[src/rtl/instr_sequencer.sv]
`timescale 1ns/1ps
`default_nettype none
// +----------------------------------------------------------------------------+
// | instr_sequencer: phase divider, FETCH/DECODE/EXEC/WRITE/HALT control, PC. |
// | Optional macro SINGLE_STEP_EN enables the paused single-step button path. |
// | Revision: 1.0                                                              |
// +----------------------------------------------------------------------------+
module instr_sequencer #(
    parameter int TICK_DIV = 100000000
) (
    input  logic       clk,
    input  logic       rstn,
    input  logic       pause,
    input  logic       step,
    input  logic [3:0] op,
    input  logic [3:0] imm,
    input  logic       cb,
    output logic [3:0] pc,
    output logic       ir_load,
    output logic       exec_en,
    output logic       wr_en,
    output logic [2:0] phase,
    output logic       halted,
    output logic       slow_clk
);
    localparam int               c_CNT_W    = $clog2(TICK_DIV);
    localparam logic [c_CNT_W-1:0] c_CNT_MAX  = c_CNT_W'(TICK_DIV - 1);
    localparam logic [c_CNT_W-1:0] c_CNT_HALF = c_CNT_W'(TICK_DIV / 2);

    localparam logic [2:0] c_FETCH  = 3'd0;
    localparam logic [2:0] c_DECODE = 3'd1;
    localparam logic [2:0] c_EXEC   = 3'd2;
    localparam logic [2:0] c_WRITE  = 3'd3;
    localparam logic [2:0] c_HALT   = 3'd4;

    localparam logic [3:0] c_OP_JNC = 4'hC;
    localparam logic [3:0] c_OP_JC  = 4'hD;
    localparam logic [3:0] c_OP_JMP = 4'hE;
    localparam logic [3:0] c_OP_HLT = 4'hF;

    logic [c_CNT_W-1:0] r_cnt;
    logic [2:0]         r_phase;
    logic [2:0]         w_phase_nxt;
    logic [3:0]         r_pc;
    logic [3:0]         w_pc_nxt;
    logic               w_tick;
    logic               w_step_tick;
    logic               w_adv;

    always_ff @(posedge clk or negedge rstn) begin
        if (!rstn) begin
            r_cnt <= '0;
        end else if (!pause) begin
            r_cnt <= (r_cnt == c_CNT_MAX) ? '0 : r_cnt + c_CNT_W'(1);
        end
    end

    assign w_tick   = (r_cnt == c_CNT_MAX) && !pause;
    assign slow_clk = (r_cnt >= c_CNT_HALF);

`ifdef SINGLE_STEP_EN
    logic r_step_meta;
    logic r_step_sync;
    logic r_step_prev;

    always_ff @(posedge clk or negedge rstn) begin
        if (!rstn) begin
            r_step_meta <= 1'b0;
            r_step_sync <= 1'b0;
            r_step_prev <= 1'b0;
        end else begin
            r_step_meta <= step;
            r_step_sync <= r_step_meta;
            r_step_prev <= r_step_sync;
        end
    end

    // A button edge only counts while the free-running tick is frozen.
    assign w_step_tick = pause && r_step_sync && !r_step_prev;
`else
    logic w_step_unused;
    assign w_step_unused = step;
    assign w_step_tick   = 1'b0;
`endif

    assign w_adv = w_tick || w_step_tick;

    always_ff @(posedge clk or negedge rstn) begin
        if (!rstn) begin
            r_phase <= c_FETCH;
            r_pc    <= 4'd0;
        end else begin
            r_phase <= w_phase_nxt;
            r_pc    <= w_pc_nxt;
        end
    end

    always_comb begin
        w_phase_nxt = r_phase;
        w_pc_nxt    = r_pc;
        if (w_adv) begin
            case (r_phase)
                c_FETCH:  w_phase_nxt = c_DECODE;
                c_DECODE: w_phase_nxt = c_EXEC;
                c_EXEC: begin
                    case (op)
                        c_OP_HLT: w_phase_nxt = c_HALT;
                        c_OP_JMP: begin
                            w_pc_nxt    = imm;
                            w_phase_nxt = c_FETCH;
                        end
                        c_OP_JC: begin
                            w_pc_nxt    = cb ? imm : r_pc + 4'd1;
                            w_phase_nxt = c_FETCH;
                        end
                        c_OP_JNC: begin
                            w_pc_nxt    = cb ? r_pc + 4'd1 : imm;
                            w_phase_nxt = c_FETCH;
                        end
                        default: w_phase_nxt = c_WRITE;
                    endcase
                end
                c_WRITE: begin
                    w_pc_nxt    = r_pc + 4'd1;
                    w_phase_nxt = c_FETCH;
                end
                default: w_phase_nxt = r_phase;
            endcase
        end
    end

    // Strobes are single-cycle: they exist only while the advancing tick is high.
    always_comb begin
        ir_load = 1'b0;
        exec_en = 1'b0;
        wr_en   = 1'b0;
        if (w_adv) begin
            case (r_phase)
                c_FETCH: ir_load = 1'b1;
                c_EXEC:  exec_en = (op < c_OP_JNC);
                c_WRITE: wr_en   = 1'b1;
                default: ;
            endcase
        end
    end

    assign pc     = r_pc;
    assign phase  = r_phase;
    assign halted = (r_phase == c_HALT);

endmodule
`default_nettype wire

[config.mk]
export PLATFORM = sky130hd
export DESIGN_NAME = instr_sequencer
export DESIGN_NICKNAME = d
export VERILOG_FILES = /design/src/rtl/instr_sequencer.sv
export SDC_FILE = /design/constraint.sdc
export NUM_CORES = 1
export LEC_CHECK = 0
export ABC_AREA = 1
export CAP_MARGIN = 10
export CORE_UTILIZATION = 40
export DETAILED_ROUTE_END_ITERATION = 16
export HOLD_SLACK_MARGIN = 0.12
export PLACE_DENSITY_LB_ADDON = 0.1
export REMOVE_ABC_BUFFERS = 1
export SLEW_MARGIN = 0
export SYNTH_ARGS = -nofsm -noshare
export SYNTH_HDL_FRONTEND = slang
export SYNTH_SLANG_ARGS = --single-unit
[constraint.sdc]
create_clock -name clk -period 2.8 [get_ports clk]
set_input_delay 0.7 -clock clk [delete_from_list [all_inputs] [get_ports clk]]
set_output_delay 0.7 -clock clk [all_outputs]
set_load 0.02 [all_outputs]
# == Yosys cells after proc, flatten, opt, wreduce, memory -nomap -nowiden ==
# Index checks and enable logic that the tools add are counted.
# totals
inputBits,13
out_inout_bits,12
word_cells,38
regBits,34
# classes
magnitude_cmp,2
n_reduce_logical,8
n_eq_ne,10
muxes,13
addsub,2
# op_table
op,n
$add 27x1->27 const B,1
$eq 27x27->1 const B,1
$ge 27x26->1 const B,1
$mux 27,1
$eq 4x4->1 const B,4
$pmux 3 s4,1
$pmux 4 s3,1
$mux 4,2
$pmux 4 s2,1
$eq 3x2->1 const B,2
$mux 1,6
$pmux 3 s2,1
$add 4x1->4 const B,1
$lt 4x4->1 const B,1
$ne 4x4->1 const B,1
$reduce_bool 4->1,1
$eq 3x1->1 const B,1
$eq 3x3->1 const B,1
$logic_not 3->1,1
$reduce_and 3->1,1
$reduce_or 3->1,1
$reduce_and 2->1,1
$reduce_bool 2->1,1
$logic_and 1x1->1,1
$logic_not 1->1,1

# == Logic depth before layout (Yosys ltp) ==
# Gate-level depths: netlist (run 1).
# depth
word_depth,4
ltp_mapped,11
depth_no_buf,10

# == Worst setup path after synthesis (run 1) ==
# Ideal clock, no wire load.
# synth_path
path_type,input port to output port
startpoint,input pause
endpoint,output ir_load
required_time_ns,2.100
stages,7
path_buffers,2
arrival_ns,1.591
slack_ns,0.509
cell_sequence,buf_6 -> inv_2 -> buf_4 -> nand3_2 -> nor2_2 -> nand2_1 -> nor2_1
# synth_between
elab_chain_cells,3
# synth_lines
element,line_no,source
from (decl),13,"input logic pause,"
$logic_not 1->1,58,assign w_tick = (r_cnt == c_CNT_MAX) && !pause;
$logic_and 1x1->1,58,
$mux 1,137,if (w_adv) begin
to (decl),19,"output logic ir_load,"
# No other way between the ends.

# == Worst setup path in the final report (run 1) ==
# layout_path
startpoint,register r_cnt[1]
endpoint,output wr_en
# layout_between
elab_chain_cells,3
# layout_lines
element,line_no,source
from (decl),41,logic [c_CNT_W-1:0] r_cnt;
from (signal assigned),54,r_cnt <= (r_cnt == c_CNT_MAX) ? '0 : r_cnt + c_CNT_W'(1);
$eq 27x27->1,58,
$logic_and 1x1->1,58,
$mux 1,137,
to (decl),21,"output logic wr_en,"
# No other way between the ends.

==> impl_metrics.json, run 1 <==
{
  "status": "complete, no violations",
  "grt_max_degree": 35,
  "postCtsSetupBuffers": 0,
  "synth_top_area_cell": "dfrtp_1",
  "worstSetupEndpointType": "primary output",
  "synth-edff-count": 0,
  "crit_chain": "ha_1 > inv_1 > nor2_2 > nand2_2 > nor2_2 > nand3_2 > nor2_2 > nand2_1 > nor2_1 > clkbuf_2",
  "cp_data_required_time_ns": 2.10,
  "slew_headroom_pct": 62.7,
  "fin_cells": 457,
  "io_buffers": 23,
  "cts_root_buf": "clkbuf_8",
  "worstReg2RegEnd": "r_cnt[12]",
  "drt_iter0_markers": 156,
  "syn_avg_cell_area_um2": 6.91,
  "fin_crit_ns": 2.60,
  "hold_buffers": 0,
  "dpl.hpwl_um": 4510,
  "syn_inst": 345,
  "synth.distinct_cells": 32,
  "die_area_um2": 6270,
  "nets": 402,
  "cts_tree": "done",
  "initial_core_util_pct": 42.5,
  "final_core_util_pct": 50.9,
  "grt_pass1_wl_um": 9970,
  "area.growth.synth_to_final_pct": 19.7,
  "diodes": 0,
  "ant_nets": 0,
  "vias_per_cell": 4.94,
  "critPathSlowestCell": "dfrtp_1",
  "p_leak_nw": 1.42,
  "core_um2": 5610,
  "cts_buffer_depth": 2,
  "yosysMostFrequentCell": "nand2_1",
  "place_ws_ns": -0.115,
  "h-tree-depth": 2,
  "drv_slew": 0,
  "die_width_um": 79.2,
  "reg2reg_slack_ns": 1.07,
  "grtUsageTotal_pct": 20.6,
  "path_common_cell": "nor2_2",
  "period_share_pct": 92.7,
  "skew_ns": 0.00739,
  "hold_class": "reg -> reg",
  "drive_above_1_share_pct": 15.1,
  "path_clk_slew_ns": 0.06,
  "critPathLaunch": "r_cnt[1]",
  "grt_pass1_vias": 2075,
  "yosysSeqAreaShare_pct": 35.7,
  "maxClockFrequency_mhz": 385,
  "ctsResizeCount": 3,
  "worstMarginPinSlew_ns": 0.559,
  "rsz0062_at_grt": "false",
  "dpl.cell_count": 451,
  "max_cap_viol_count": 0,
  "layout_setup_ws_ns": 0.204,
  "routedWlPerCell_um": 12.8,
  "path_max_fanout": 3,
  "cp-endpoint": "wr_en",
  "io_pins": 25,
  "fin_area_um2": 2850,
  "insertion_delay_ns": 0.28,
  "hold_violations": 0,
  "max_stage_delay_ns": 0.37,
  "chipHeight_um": 79.2,
  "synth_top_area_share_pct": 35.7,
  "synth_warnings": 0,
  "synth_seq_cells": 34,
  "overflow": 0,
  "r2r-start": "r_cnt[1]",
  "path_class": "reg -> out",
  "place_congestion": 0.868,
  "wirelength_um": 5850,
  "arrival_ns": 1.90,
  "hold-worst-slack_ns": 0.521,
  "synth_area_um2": 2380,
  "cts_inserted_buffers": 5,
  "grt_antenna_before_repair": 0,
  "setup_viol": 0,
  "dr.pass1.iters": 5,
  "peakVddDrop_uv": 215,
  "vias": 2256,
  "r2r.worst_path.cells": 9,
  "p_total_mw": 1.15,
  "cellPowerDensity_nw_per_um2": 402,
  "row_count": 27,
  "drc": 0,
  "yosys_most_used_dff": "dfrtp_1",
  "synth_area_leaders": "dfrtp_1 36%, nand2_1 15%, nand3_1 8.8%",
  "cp-start-kind": "flip-flop",
  "async_reset_ff_share_pct": 100,
  "ys_top_cells_by_count": "95 x nand2_1, 45 x nor2_1, 44 x inv_1",
  "post_dp_cell_area_um2": 2780,
  "tns_ns": 0,
  "clkSinkCount": 34
}
[layer usage]
| metal | GRT usage, % | share of wire [%] | wire length (um) | vias to the layer above |
|---|---|---|---|---|
| met3 | 3.45 | 4.9 | 284 | 5 |
| met1 | 31.5 | 52 | 3050 | 1022 |
| met4 | 5.09 | 0.82 | 48 | 0 |
| li1 | - | - | - | 1169 |
| met2 | 29.6 | 42 | 2460 | 60 |
| met5 | 0 | 0 | 0 | - |
[flip-flops by register name (all words and copies together), names as in the netlist]
signal,cells
pc,4
r_cnt,27
phase,3
[power breakdown]
part | total [mW] | switching [mW] | internal, mW
Clock | 0.354 | 0.164 | 0.189
Sequential | 0.574 | 0.0426 | 0.531
Combinational | 0.220 | 0.128 | 0.0917
Total | 1.15 | 0.335 | 0.813
[cells by family after synthesis]
kind of cell    after synthesis  synth area share (%)
flops                        34                  35.7
xor+xnor                      8                  2.94
simple gates                225                  44.8
compound gates               21                  5.56
buf+inv                      54                  9.40
fa+ha+maj                     3                  1.57
[cell type report]
cell class,instances,area [um2]
fillers,594,2750
well taps,72,90.1
clock buffers,6,82.6
multi-input cells,257,1310
inverters,49,184
repair buffers,39,338
flip-flops and latches,34,851
[worst max-delay path, delay by kind of cell (launching register included)]
kind	cells	cell delay, ns
simple gates	7	0.79
flops	1	0.37
buf+inv	2	0.25
fa+ha+maj	1	0.21
[worst min-delay path by stage]
| stage | startpoint | end | slack (ns) | cells past startpoint |
|---|---|---|---|---|
| floorplan | rstn | pc[0] | 0.40 | 0 |
| global placement | pc[3] | pc[3] | 0.51 | 2 |
| detailed placement | pc[3] | pc[3] | 0.51 | 2 |
| CTS | pc[3] | pc[3] | 0.53 | 2 |
| global route | pc[3] | pc[3] | 0.58 | 2 |
| finish | pc[3] | pc[3] | 0.52 | 2 |
[cell usage in the layout (no fill, tap or decap), types with 7 or more instances in the layout]
cell type / instances
inv_1: 44
clkdlybuf4s50_1: 19
nand4_1: 7
nor2_4: 7
dfrtp_1: 34
buf_4: 16
nor3_1: 8
nor2_1: 45
nor2_2: 9
nand3_1: 42
nand2_1: 95
xor2_1: 7
(Power assumes the default switching activity.)
==> run 2: changes to the inputs <==
==> constraint.sdc (replaced) <==
create_clock -name clk -period 2.8 [get_ports clk]
set_input_delay 0.28 -clock clk [delete_from_list [all_inputs] [get_ports clk]]
set_output_delay 0.28 -clock clk [all_outputs]
set_load 0.02 [all_outputs]
==> run 2 against run 1 <==
Net effect: sequential share of layout area increased by 0.76 points; final cell count decreased by 2.4%; clock power grew 5%; maximum frequency up 0.70%; critical endpoint is now exec_en; largest cell class unchanged.
==> impl_metrics.json, run 2 (same netlist as run 1, synthesis figures left out) <==
{
  "swShare_pct": 29.8,
  "cts_root_buf": "clkbuf_8",
  "cts_tree": "done",
  "period_share_pct": 92.1,
  "intPower_uw": 804,
  "grt_antenna_before_repair": 0,
  "die_width_um": 79.2,
  "drt_iter0_markers": 88,
  "ff_latch_area_um2": 851,
  "row_count": 27,
  "clkSinkCount": 34,
  "max_cap_viol_count": 0,
  "p_comb_share_pct": 16.4,
  "maxClockFrequency_mhz": 388,
  "peakVddDrop_uv": 225,
  "die_area_um2": 6270,
  "routedWlPerCell_um": 12.9,
  "io_pins": 25,
  "largest_reg_flops": 27,
  "ctsResizeCount": 0,
  "grtUsageTotal_pct": 20.4,
  "layout_commonest_cell": "nand2_1",
  "worstMarginPinSlew_ns": 0.597,
  "postCtsSetupBuffers": 0,
  "slew_headroom_pct": 60.2,
  "top_register": "r_cnt",
  "cp_data_required_time_ns": 2.52,
  "chipHeight_um": 79.2,
  "vias": 2207,
  "cp-start-kind": "flip-flop",
  "clkPwrFrac_pct": 32.6,
  "dpl.cell_count": 438,
  "hold-worst-slack_ns": 0.404,
  "core_um2": 5610,
  "grt_pass1_vias": 2077,
  "p_leak_nw": 1.40,
  "wirelength_um": 5740,
  "worst-path-buf-inv": 2,
  "crit_chain": "ha_1 > inv_1 > nor2_2 > nand2_2 > nor2_2 > nand3_2 > nor2_2 > clkdlybuf4s50_1",
  "overflow": 0,
  "p_total_mw": 1.15,
  "hold_class": "in -> async",
  "hold_buffers": 0,
  "skew_ns": 0.00406,
  "grt_pass1_wl_um": 9910,
  "h-tree-depth": 2,
  "worstSetupEndpointType": "primary output",
  "critPathSlowestCell": "clkdlybuf4s50_1",
  "final_cell_mix": "95 x nand2_1, 45 x nor2_1, 44 x inv_1, 42 x nand3_1, 34 x dfrtp_1",
  "path_clk_slew_ns": 0.06,
  "diodes": 0,
  "cts_inserted_buffers": 5,
  "path_common_cell": "nor2_2",
  "io_buffers": 23,
  "setup_viol": 0,
  "arrival_ns": 2.30,
  "cts_buffer_depth": 2,
  "fillCellCount": 596,
  "max_stage_delay_ns": 0.60,
  "rsz0062_at_grt": "false",
  "path_max_fanout": 5,
  "grt_max_degree": 35,
  "hold_violations": 0,
  "drc": 0,
  "r2r.worst_path.cells": 9,
  "place_congestion": 0.897,
  "path_class": "reg -> out",
  "drv_slew": 0,
  "drive_above_1_share_pct": 11.5,
  "insertion_delay_ns": 0.28,
  "power.switching_uw": 342,
  "p_seq_share_pct": 51.0,
  "multi_input_area_um2": 1310,
  "critPathTopFamily": "simple AND/OR/NAND/NOR gates",
  "initial_core_util_pct": 42.5,
  "cp.depth": 8,
  "dr.pass1.iters": 4,
  "dpl.hpwl_um": 4330,
  "status": "complete, no violations",
  "cellPowerDensity_nw_per_um2": 412,
  "nets": 389,
  "tns_ns": 0,
  "area.growth.synth_to_final_pct": 16.7,
  "fin_crit_ns": 2.58,
  "fin_cells": 446,
  "ant_nets": 0,
  "vias_per_cell": 4.95
}
## run 2: cell count changes in the layout (fill, tap and decap cells not counted), sizes merged
| cell | before | now |
|---|---|---|
| clkdlybuf4s50 | 19 | 21 |
| clkinv | 0 | 1 |
| buf | 16 | 3 |
| dlymetal6s2s | 1 | 2 |
| clkbuf | 9 | 7 |
## run 2: routing by layer
| layer | wire length [um] | global-route usage, % | vias to the layer above | part of all wire, % |
|---|---|---|---|---|
| met5 | 0 | 0 | - | 0 |
| met4 | 85 | 6.00 | 0 | 1.5 |
| met3 | 248 | 3.68 | 10 | 4.3 |
| met2 | 2370 | 29.8 | 38 | 41 |
| met1 | 3030 | 30.2 | 1016 | 53 |
| li1 | - | - | 1143 | - |
## run 2: power by group through the flow
stage / logic [mW] / clock network (mW) / registers [mW]
final: 0.188 / 0.373 / 0.584
after detailed placement: 0.190 / 0 / 0.592
after global placement: 0.184 / 0 / 0.590
after global routing: 0.220 / 0.412 / 0.590
after CTS: 0.192 / 0.388 / 0.583
after floorplan: 0.136 / 0 / 0.576
## run 2: worst paths after layout
kind                          start         to  slack, ns
setup reg to reg           r_cnt[0]  r_cnt[17]       1.00
max in group asynchronous      rstn   r_cnt[2]       2.07
hold reg to reg               pc[3]      pc[3]       0.52
min in group clk              pc[3]      pc[3]       0.52
hold / removal                 rstn  r_cnt[24]       0.40
setup / recovery           r_cnt[0]    exec_en       0.22
## run 2: layout make-up
class / count / area share, %
flip-flops and latches: 34 / 30.6
well taps: 72 / 3.24
inverters: 49 / 6.61
multi-input cells: 257 / 47.0
repair buffers: 26 / 9.26
clock inverters: 1 / 0.180
clock buffers: 7 / 3.10
## run 2: metrics by stage
stage	utilization, %	instance area, um2	setup slack (ns)
2_1_floorplan	-	2340	0.787
3_3_place_gp	47.9	2690	0.408
3_5_place_dp	47.9	2690	0.346
4_1_cts	49.5	2780	0.0231
5_1_grt	49.6	2780	0.0696
6_report	49.6	2780	0.222
==> run 3: changes to the inputs <==
--- a/config.mk
+++ b/config.mk
@@ -7,7 +7,9 @@
 export LEC_CHECK = 0
 export ABC_AREA = 1
 export CAP_MARGIN = 10
-export CORE_UTILIZATION = 40
+export CELL_PAD_IN_SITES_DETAIL_PLACEMENT = 2
+export CELL_PAD_IN_SITES_GLOBAL_PLACEMENT = 2
+export CORE_UTILIZATION = 34
 export DETAILED_ROUTE_END_ITERATION = 16
 export HOLD_SLACK_MARGIN = 0.12
 export PLACE_DENSITY_LB_ADDON = 0.1
==> run 3 against run 2 <==
Net effect: power is 2.7% higher; via count grew 6.9%; sequential cell count unchanged; largest cell class unchanged; first-iteration DRC count shrank 17%; clock skew is 0.0023 ns higher; highest routed layer unchanged; critical path type unchanged; global-route usage rose by 3.0 points; utilization decreased by 7.9 points; non-clock buffer count rose by 3; sequential share of layout area down 0.54 points; sequential power about the same.
==> impl_metrics.json, run 3 (same netlist as run 1, synthesis figures left out) <==
{
  "status": "complete, no violations",
  "grt_max_degree": 35,
  "drv_slew": 0,
  "dpl.hpwl_um": 6030,
  "drive_above_1_share_pct": 12.2,
  "place_congestion": 0.767,
  "clkSinkCount": 34,
  "worst-path-buf-inv": 2,
  "io_pins": 25,
  "chipHeight_um": 85.7,
  "vias_per_cell": 4.99,
  "die_width_um": 85.7,
  "skew_ns": 0.00637,
  "nets": 392,
  "tns_ns": 0,
  "met1_usage_pct": 28.2,
  "routedWlPerCell_um": 16.2,
  "grt_pass1_vias": 2678,
  "hold_violations": 0,
  "cts_tree": "done",
  "final_core_util_pct": 41.7,
  "fin_crit_ns": 2.53,
  "largest_reg_flops": 27,
  "cts_buffer_depth": 2,
  "ant_nets": 0,
  "arrival_ns": 2.25,
  "hold-worst-slack_ns": 0.537,
  "fillCellCount": 850,
  "p_leak_nw": 1.41,
  "fin_cells": 473,
  "diodes": 0,
  "cts_inserted_buffers": 5,
  "grt.met3_usage_pct": 3.37,
  "path_class": "reg -> out",
  "core_um2": 6790,
  "cp-start-kind": "flip-flop",
  "setup_viol": 0,
  "dr.pass1.iters": 4,
  "vias": 2360,
  "insertion_delay_ns": 0.29,
  "path_common_cell": "nor2_2",
  "post_dp_cell_area_um2": 2730,
  "cellPowerDensity_nw_per_um2": 415,
  "drc": 0,
  "fin_area_um2": 2830,
  "final_cell_mix": "95 x nand2_1, 45 x nor2_1, 44 x inv_1, 42 x nand3_1, 34 x dfrtp_1",
  "area.growth.synth_to_final_pct": 18.8,
  "period_share_pct": 90.3,
  "rsz0062_at_grt": "false",
  "path_clk_slew_ns": 0.07,
  "cp_data_required_time_ns": 2.52,
  "wirelength_um": 7650,
  "dpl.cell_count": 464,
  "top_register": "r_cnt",
  "cts_root_buf": "clkbuf_8",
  "critPathTopFamily": "buffers and inverters",
  "globalRouteMet2Util_pct": 42.7,
  "maxClockFrequency_mhz": 395,
  "worstMarginPinSlew_ns": 0.844,
  "path_max_fanout": 4,
  "layout_commonest_cell": "nand2_1",
  "crit_chain": "ha_1 > inv_1 > nor2_2 > nand2_2 > nor2_2 > nand3_2 > nor2_2 > clkdlybuf4s50_1",
  "grt_antenna_before_repair": 0,
  "overflow": 0,
  "io_buffers": 23,
  "hold_class": "reg -> reg",
  "peakVddDrop_uv": 274,
  "max_stage_delay_ns": 0.60,
  "critPathSlowestCell": "clkdlybuf4s50_1",
  "initial_core_util_pct": 35.1,
  "max_cap_viol_count": 0,
  "drt_iter0_markers": 73,
  "slew_headroom_pct": 43.7,
  "row_count": 30,
  "h-tree-depth": 2,
  "grtUsageTotal_pct": 23.3,
  "die_area_um2": 7350,
  "grt-busiest-layer": "met2",
  "grt_pass1_wl_um": 13200,
  "worstSetupEndpointType": "primary output"
}
[run 3: changes by cell type in the layout (fill, tap and decap cells not counted), sizes merged]
cell           previous run  this run
dlygate4sd3               0         1
clkdlybuf4s50            21        20
buf                       3         6
[run 3: metrics by stage]
stage	setup WS, ns	power, mW
after floorplan	0.787	0.712
after global placement	0.485	0.779
after detailed placement	0.411	0.796
after CTS	0.0602	1.20
after global routing	0.118	1.24
final	0.271	1.18
[run 3: repair_timing]
item,in CTS,in global routing
resized for setup,0,2
hold buffers,1,0
hold endpoints to repair,8,0
setup buffers,0,0
endpoints found under the setup margin,0,2
[run 3: layout make-up]
cell class / count / area (um2) / share of cell area (%)
well taps: 96 / 120 / 4.24
flip-flops and latches: 34 / 851 / 30.0
multi-input cells: 257 / 1310 / 46.2
clock inverters: 1 / 5.00 / 0.177
inverters: 49 / 184 / 6.49
repair buffers: 29 / 278 / 9.81
clock buffers: 7 / 86.3 / 3.05
[run 3: power breakdown]
part | internal (mW) | switching [mW]
clock network | 0.199 | 0.195
registers | 0.531 | 0.0508
logic | 0.0770 | 0.125
[run 3: worst paths after layout]
path | from | endpoint | slack (ns) | depth (start not counted)
max | r_cnt[0] | exec_en | 0.27 | 8
min | pc[3] | pc[3] | 0.54 | 2
max reg2reg | r_cnt[0] | r_cnt[21] | 1.03 | 9
min reg2reg | pc[3] | pc[3] | 0.54 | 2
max in group asynchronous | rstn | r_cnt[14] | 1.63 | 2
min in group asynchronous | rstn | r_cnt[17] | 0.64 | 2
[run 3: layer usage]
layer / vias up / wire [um]
met5: - / 0
met2: 26 / 4000
met3: 8 / 174
met1: 1174 / 3360
li1: 1152 / -
met4: 0 / 123
[run 3: worst reg2reg max path, stage by stage, from the launching register on]
cell and delay, ns:
dfrtp_1 0.42, ha_1 0.24, inv_1 0.09, nor2_2 0.14, nand2_2 0.11, nor2_2 0.11
nand3_2 0.14, buf_4 0.25, nand2_1 0.11, nor2_1 0.06
